==> config.mk <==
export PLATFORM = sky130hd
export DESIGN_NAME = uart_rom_loader
export DESIGN_NICKNAME = d
export VERILOG_FILES = /design/src/rtl/uart_rom_loader_pkg.sv /design/src/rtl/uart_rom_loader_rx_edge.sv /design/src/rtl/uart_rom_loader.sv
export SDC_FILE = /design/constraint.sdc
export NUM_CORES = 1
export LEC_CHECK = 0
export BUFFER_PORTS_ARGS = -buffer_cell sky130_fd_sc_hd__buf_4
export CORE_MARGIN = 4
export CORE_UTILIZATION = 50
export CTS_CLUSTER_DIAMETER = 40
export DETAILED_ROUTE_END_ITERATION = 10
export PLACE_DENSITY = 0.74
export SYNTH_ARGS = -nofsm -noshare
export SYNTH_HDL_FRONTEND = slang
export SYNTH_SLANG_ARGS = --single-unit
==> constraint.sdc <==
create_clock -name clk -period 6.7 [get_ports clk]
set_input_delay 0.335 -clock clk [delete_from_list [all_inputs] [get_ports clk]]
set_output_delay 0.335 -clock clk [all_outputs]
set_load 0.01 [all_outputs]
==> src/rtl/uart_rom_loader_pkg.sv <==
// uart_rom_loader_pkg: shared sync/command byte codes and the 3-bit loader FSM state encoding
package uart_rom_loader_pkg;
  localparam logic [7:0] SYNC_DEFAULT = 8'hA5;
  localparam logic [7:0] CMD_WRITE = 8'h01;
  localparam logic [7:0] CMD_RUN = 8'h02;
  typedef enum logic [2:0] {
    S_IDLE, S_CMD, S_ADDR_H, S_ADDR_L, S_LEN_H, S_LEN_L, S_DATA, S_CSUM
  } state_t;
endpackage

==> src/rtl/uart_rom_loader_rx_edge.sv <==
// loader_rx_edge: rx_valid rising-edge accept strobe (clk, reset, rx_valid, busy -> accept) plus inter-byte timeout counter (-> timeout)
module loader_rx_edge #(
  parameter logic [23:0] TIMEOUT_CLKS = 24'd120000
) (
  input  logic clk,
  input  logic reset,
  input  logic rx_valid,
  input  logic busy,
  output logic accept,
  output logic timeout
);
  logic prev;
  logic [23:0] cnt;
  assign accept = rx_valid & ~prev;
  assign timeout = busy & (cnt >= TIMEOUT_CLKS);
  always_ff @(posedge clk) begin
    prev <= rx_valid;
    if (reset || accept || !busy) cnt <= '0;
    else if (!timeout) cnt <= cnt + 24'd1;
  end
endmodule

==> src/rtl/uart_rom_loader.sv <==
// uart_rom_loader: parses A5/cmd/addr/len/data/csum packets from rx_valid/rx_byte into mem_addr/mem_wdata/mem_we/mem_ready writes, drives cpu_hold/busy/load_done and sticky err_checksum/err_overrun/err_timeout
module uart_rom_loader
  import uart_rom_loader_pkg::*;
#(
  parameter logic [7:0]  SYNC_BYTE     = SYNC_DEFAULT,
  parameter logic [23:0] TIMEOUT_CLKS  = 24'd120000,
  parameter logic        HOLD_AT_RESET = 1'b1
) (
  input  logic        clk,
  input  logic        reset,
  input  logic        rx_valid,
  input  logic [7:0]  rx_byte,
  output logic [15:0] mem_addr,
  output logic [7:0]  mem_wdata,
  output logic        mem_we,
  input  logic        mem_ready,
  output logic        cpu_hold,
  output logic        busy,
  output logic        load_done,
  output logic        err_checksum,
  output logic        err_overrun,
  output logic        err_timeout
);
  state_t state;
  logic [15:0] len;
  logic [7:0] sum;
  logic accept, timeout;
  assign busy = state != S_IDLE;
  loader_rx_edge #(.TIMEOUT_CLKS(TIMEOUT_CLKS)) u_rx_edge (
    .clk(clk), .reset(reset), .rx_valid(rx_valid), .busy(busy),
    .accept(accept), .timeout(timeout)
  );
  always_ff @(posedge clk) begin
    if (reset) begin
      state <= S_IDLE;
      mem_we <= 1'b0;
      mem_addr <= '0;
      mem_wdata <= '0;
      cpu_hold <= HOLD_AT_RESET;
      load_done <= 1'b0;
      err_checksum <= 1'b0;
      err_overrun <= 1'b0;
      err_timeout <= 1'b0;
      len <= '0;
      sum <= '0;
    end else begin
      load_done <= 1'b0;
      if (mem_we && mem_ready) begin
        mem_we <= 1'b0;
        mem_addr <= mem_addr + 16'd1;
      end
      if (accept) begin
        case (state)
          S_IDLE: if (rx_byte == SYNC_BYTE) begin
            state <= S_CMD;
            cpu_hold <= 1'b1;
            err_checksum <= 1'b0;
            err_overrun <= 1'b0;
            err_timeout <= 1'b0;
          end
          S_CMD: begin
            state <= rx_byte == CMD_WRITE ? S_ADDR_H : S_IDLE;
            sum <= '0;
            if (rx_byte == CMD_RUN && !(err_checksum || err_overrun || err_timeout)) cpu_hold <= 1'b0;
          end
          S_ADDR_H: begin
            mem_addr[15:8] <= rx_byte;
            sum <= sum + rx_byte;
            state <= S_ADDR_L;
          end
          S_ADDR_L: begin
            mem_addr[7:0] <= rx_byte;
            sum <= sum + rx_byte;
            state <= S_LEN_H;
          end
          S_LEN_H: begin
            len[15:8] <= rx_byte;
            sum <= sum + rx_byte;
            state <= S_LEN_L;
          end
          S_LEN_L: begin
            len[7:0] <= rx_byte;
            sum <= sum + rx_byte;
            state <= {len[15:8], rx_byte} == 16'd0 ? S_CSUM : S_DATA;
          end
          S_DATA: begin
            // a completing write this cycle leaves room for the new byte, so only a stalled write overruns
            if (mem_we && !mem_ready) err_overrun <= 1'b1;
            mem_wdata <= rx_byte;
            mem_we <= 1'b1;
            len <= len - 16'd1;
            sum <= sum + rx_byte;
            if (len == 16'd1) state <= S_CSUM;
          end
          default: begin
            if (sum + rx_byte == 8'd0) load_done <= 1'b1;
            else err_checksum <= 1'b1;
            state <= S_IDLE;
          end
        endcase
      end else if (timeout) begin
        err_timeout <= 1'b1;
        state <= S_IDLE;
      end
    end
  end
endmodule

Word level (Yosys, flattened, before mapping) --
Cells that the tools add are included.
Word-level totals: bits in registers 82, output and inout port bits 31, logic and storage cells 103, RAM bits 0, bits of input ports 12, memories kept 0, bits in read-only memories 0, latch bits 0
Cells by class: add/subtract/negate cells 4, multiplexer cells 29, equality and inequality tests 18, shift-type cells 0, div/mod/pow operators 0, $lt $le $gt $ge 1, bitwise logic cells 5, multipliers 0, reductions and logical operators 32
Operators with widths (count):
- 8-bit case mux with 2 select lines | 3
- 16-bit two-way mux | 2
- 24-bit by 1-bit adder with 24-bit output (second input constant) | 1
- 24-bit by 17-bit >= comparator with 1-bit output (second input constant) | 1
- 3-bit case mux with 7 select lines | 1
- 16-bit by 1-bit adder with 16-bit output (second input constant) | 1
- 16-bit by 1-bit equality test with 1-bit output (second input constant) | 1
- 16-bit logical NOT | 1
- 8-bit two-way mux | 2
- 16-bit by 1-bit subtractor with 16-bit output (second input constant) | 1
- 1-bit two-way mux | 13
- 3-bit two-way mux | 4
- 4-bit AND reduction | 3
- 2-bit nonzero test | 6
- 2-bit inequality test (second input constant) | 5
- 3-bit equality test (second input constant) | 3
- 9-bit OR reduction | 1
- 8-bit adder | 1
- 8-bit by 1-bit equality test with 1-bit output (second input constant) | 1
- 8-bit by 2-bit equality test with 1-bit output (second input constant) | 1
- 8-bit equality test (second input constant) | 1
- 8-bit logical NOT | 1
- 2-bit AND reduction | 4
- 3-bit by 2-bit equality test with 1-bit output (second input constant) | 2
- other kinds (15) | 29

Depth between registers and ports, before layout --
depth in word-level cells 6, gate-level depth with buffers 8, mapped depth without buffers 7

Hierarchy --
From an unflattened synthesis, not the netlist that was laid out.
Second synthesis, totals: cell total of the unflattened synthesis 548, area, all modules 4534.3 um2
By module, submodules not included:
- uart_rom_loader | sequential area each 1141.1 um2, cells an instance 411, area each 3276.9 um2, times used 1
- loader_rx_edge | sequential area each 500.5 um2, cells an instance 137, area each 1257.5 um2, times used 1

Worst setup path after synthesis --
OpenSTA, ideal clock, no wires.
path kind input-to-reg, start point input rx_byte[0], end point register err_checksum, stages 7, setup time 0.120 ns, path buffers 0, arrival 2.310 ns, required time 6.580 ns, slack 4.271 ns, cell sequence ha_1 fa_1 a211oi_1 or4b_2 nand4_1 or4_1 o31a_1
On the way: word-level cells in the longest chain between the ends 4, elaborated cells between the ends (all ways) 6, those cells by class 1 x add/sub; 3 x eq/ne; 2 x reduce/logical
Ends and longest elaborated chain:
- from (decl) | RTL line uart_rom_loader.sv:12 | input logic [7:0] rx_byte,
- 8-bit adder | RTL line uart_rom_loader.sv:96 | if (sum + rx_byte == 8'd0) load_done <= 1'b1;
- 8-bit logical NOT | RTL line uart_rom_loader.sv:96
- 2-bit by 1-bit inequality test with 1-bit output (no source line)
- 4-bit AND reduction (no source line) *
- to (signal assigned) | RTL line uart_rom_loader.sv:41 | err_checksum <= 1'b0;
- to (signal assigned) | RTL line uart_rom_loader.sv:57 | err_checksum <= 1'b0;
- to (signal assigned) | RTL line uart_rom_loader.sv:97 | else err_checksum <= 1'b1;
- to (decl) | RTL line uart_rom_loader.sv:20 | output logic err_checksum,
Mark *: on every way between the ends. The rest lies on a longest branch, timed or not. A chain may end at the register's enable or synchronous reset.

Worst setup path after layout --
start point register state[2], end point register len[15]
On the way: word-level cells in the longest chain between the ends 3, elaborated cells between the ends (all ways) 5, those cells by class 2 x eq/ne; 1 x mux; 2 x reduce/logical
Ends and longest elaborated chain:
- from (decl) | RTL line uart_rom_loader.sv:24 | state_t state;
- from (signal assigned) | RTL line uart_rom_loader.sv:62 | state <= rx_byte == CMD_WRITE ? S_ADDR_H : S_IDLE;
- from (signal assigned) | RTL line uart_rom_loader.sv:84 | state <= {len[15:8], rx_byte} == 16'd0 ? S_CSUM : S_DATA;
- 3-bit equality test | RTL line uart_rom_loader.sv:53 | case (state)
- 2-bit nonzero test (no source line)
- 2-bit AND reduction (no source line)
- to (signal assigned) | RTL line uart_rom_loader.sv:77 | len[15:8] <= rx_byte;
- to (signal assigned) | RTL line uart_rom_loader.sv:91 | len <= len - 16'd1;
- to (decl) | RTL line uart_rom_loader.sv:25 | logic [15:0] len;
Parallel ways exist; a longest one is shown, timed or not.

==> results by group <==
STA
  • Clock period minus worst slack: 2.598 ns
  • Final Cycle Share: about two fifths
  • Slew margin rel.: about 22%
  • Worst Skew: 0.01122 ns
  • Slew Limit Fails: 0
  • Final setup margin: 4.102 ns
  • WHS: 0.1023 ns
  • # setup viols final: 0
  • Worst Max-Slew Pin Slew: 1.162 ns
  • RSZ-0062 raised after global routing: false
  • TNS Setup: 0 ns
  • Fmax: a little under 400 MHz
  • Final hold violations: 0

Placed design
  • DP Wirelength: 7.384 mm
  • Pre-CTS setup slack: 3.935 ns
  • DP Cell Count: 651
  • Gp weighted congestion: 0.8735
  • Port Buf Inserts: 42
  • Post-DP Area: about 4600 um2

Die
  • # rows: 33
  • Die area: 10200 um2
  • Core area: 8299 um2
  • Die X: 101.0 um
  • Die Span Y: roughly 100 um
  • IO Pins: 43
  • Initial core utilization: 52.12%

Synth
  • Ys async rst share: 0%
  • Synth cell types: 58
  • Top_reg_cell synth: dfxtp_1
  • Sequential fraction of the synthesis area: between 30 and 40%
  • Synthesized Nets: 559
  • FF+latch count, synth: 82
  • EDFF count, synth: 0
  • Mapped Avg Cell Area: 8.100 um2
  • Synth top area share: 37.95%
  • Syn Inst Count: ~530
  • Yosys Warn Count: 0
  • Synth top area cells: dfxtp_1 38%, nor2_1 6.5%, a21oi_1 4.2%
  • Post-Syn Area: 4325 um2
  • Yosys top cell by area: dfxtp_1

Critical path
  • Critical path's largest stage delay: 0.82 ns
  • Endpoint class of the critical path: flop
  • Critical path peak fanout: 27
  • Critical-path cell list: nand3b_1 -> nor2_1 -> nand3_1 -> a31oi_1
  • Slowest stage cell, crit path: nor2_1
  • CP startpoint kind: flop
  • Worst endpoint required time: 6.98 ns
  • Worst Path Arrival: 2.88 ns
  • Critical path class: flop to flop

Final layout
  • Design area: 4806 um2
  • ANT cells: 0
  • Layout cell share with drive strength beyond 1: approximately 13%
  • Post-Layout Cell Count: ~670
  • Area Growth Syn to Fin: 11.11%
  • Fin util: between 50% and 60%
  • # nets final: 582

Detailed routing
  • DRC viols: 0
  • DRT Wirelength: between 10 and 15 mm
  • Pre-Repair DR Iteration Count: 7
  • Vias per cell: 6.034
  • DRT iter0 DRCs: 325
  • Wire length per cell: 16.15 um
  • DR vias: a little over 4000
  • Post-route ant nets: 0

Power
  • Max VDD drop: 0.08783 mV
  • Net switching power figure: ~0.21 mW
  • P per Cell Area: 175.8 nW/um2
  • Pwr Total: 0.8447 mW
  • P_int: 0.6334 mW
  • Clock power frac: 38.0%
  • Seq pwr share: 57.7%
  • Sw Ratio: between 20% and 30%
  • Leakage power: 1.723 nW
  • Comb pwr share: 4.4%

Clock network
  • CTS Buffer Depth: 2
  • Clk sinks: 82
  • Clk root buf: clkbuf_8
  • Inserted Clock Buffers: 9
  • Number of H-tree levels: 3
  • CTS clk-pin slew, worst paths: 0.09 ns
  • Post-CTS Setup Inserts: 0
  • CTS resizes: 0
  • CTS tree: done
  • Worst skew pair latency: 0.35 ns
  • CTS Hold Bufs: 0

GRT
  • First-pass GRT wire length: roughly 18 mm
  • Initial antenna violation count: 0
  • GRT Total Usage: a little over a fifth
  • Largest net degree at the start of global routing: 61
  • Final global-route overflow total: 0
  • Vias in the first global route: 3778

Worst hold path
  • Hold WC Path Type: input port to flop

Run status
  • Status: finished clean

Job
  • Max_cap viols: 0
[flip-flops by register name, indices dropped and copies added, names as in the netlist]
| register | cells |
|---|---|
| state | 3 |
| err_timeout | 1 |
| load_done | 1 |
| cpu_hold | 1 |
| sum | 8 |
| err_overrun | 1 |
| u_rx_edge.cnt | 24 |
| u_rx_edge.prev | 1 |
| err_checksum | 1 |
| mem_we | 1 |
| mem_addr | 16 |
| mem_wdata | 8 |
| len | 16 |
[power groups by stage]
stage,registers [mW],clock network (mW),logic (mW)
finish,0.487,0.321,0.0369
global route,0.487,0.351,0.0398
CTS,0.487,0.327,0.0362
detailed placement,0.499,0,0.0362
global placement,0.499,0,0.0357
floorplan,0.499,0,0.0202
[path summary, 6_finish.rpt]
check | depth (start not counted) | startpoint | end | slack [ns]
setup / recovery | 4 | state[2] | len[15] | 4.10
hold / removal | 1 | rx_valid | u_rx_edge.prev | 0.10
setup reg to reg | 4 | state[2] | len[15] | 4.10
hold reg to reg | 2 | mem_wdata[2] | mem_wdata[2] | 0.47
[metal layers]
layer / vias up / part of all wire (%) / global-route usage (%)
li1: 1993 / - / -
met1: 1903 / 45 / 28.06
met2: 110 / 47 / 36.76
met3: 19 / 6.5 / 5.467
met4: 0 / 1.5 / 6.237
met5: - / 0 / 0
[cell families after synthesis]
logic type / synth area share, %
fa+ha+maj: 3.934
mux: 0.6943
compound gates: 20.74
simple gates: 27.42
flops: 37.95
buf+inv: 3.992
xor+xnor: 5.265
[final cells by class]
class	count	area [um2]
clock buffers	9	123.9
clock inverters	7	45.04
fillers	780	3493
inverters	10	37.54
multi-input cells	412	2511
flip-flops and latches	82	1642
well taps	105	131.4
repair buffers	42	315.3
[critical path: cells and delay by family (launching register included)]
family             cells  cell delay [ns]
DFF                    1             0.65
and+or+nand+nor        3             1.69
AOI/OAI and AO/OA      1             0.18
[cell usage after synthesis (3+ instances only)]
| master | n |
|---|---|
| ha_1 | 12 |
| a311oi_1 | 3 |
| clkbuf_1 | 27 |
| or3_1 | 10 |
| and4_1 | 3 |
| or4_1 | 8 |
| a2bb2oi_1 | 3 |
| nor4_1 | 9 |
| nand2_1 | 45 |
| o211ai_1 | 3 |
| o21ai_0 | 23 |
| dfxtp_1 | 82 |
| or2_2 | 4 |
| a22oi_1 | 12 |
| nand2b_1 | 6 |
| nor3_1 | 12 |
| nand3b_1 | 3 |
| buf_6 | 3 |
| nand4_1 | 8 |
| xnor2_1 | 11 |
| mux2i_1 | 3 |
| o31ai_1 | 5 |
| xor2_1 | 15 |
| and2_1 | 8 |
| a31oi_1 | 5 |
| nand3_1 | 20 |
| nor2b_1 | 6 |
| a21oi_1 | 36 |
| and3_1 | 6 |
| nor2_1 | 75 |
| a211oi_1 | 24 |
| inv_1 | 10 |
[layout by cell type (no fill, tap or decap), drive strengths merged, types with 5 or more instances in the layout]
cell    count
a211oi     24
nor4        9
nand2      45
nor2       75
nand4       8
or3        11
a21oi      36
buf        42
nor3       12
and2        9
a31oi       5
a22oi      12
xor2       15
o31ai       5
nand2b      6
nor2b       6
or4        10
o21ai      23
nand3      20
clkinv      5
inv        11
clkbuf      9
ha         12
dfxtp      82
xnor2      11
and3        6
(Power assumes the default switching activity.)
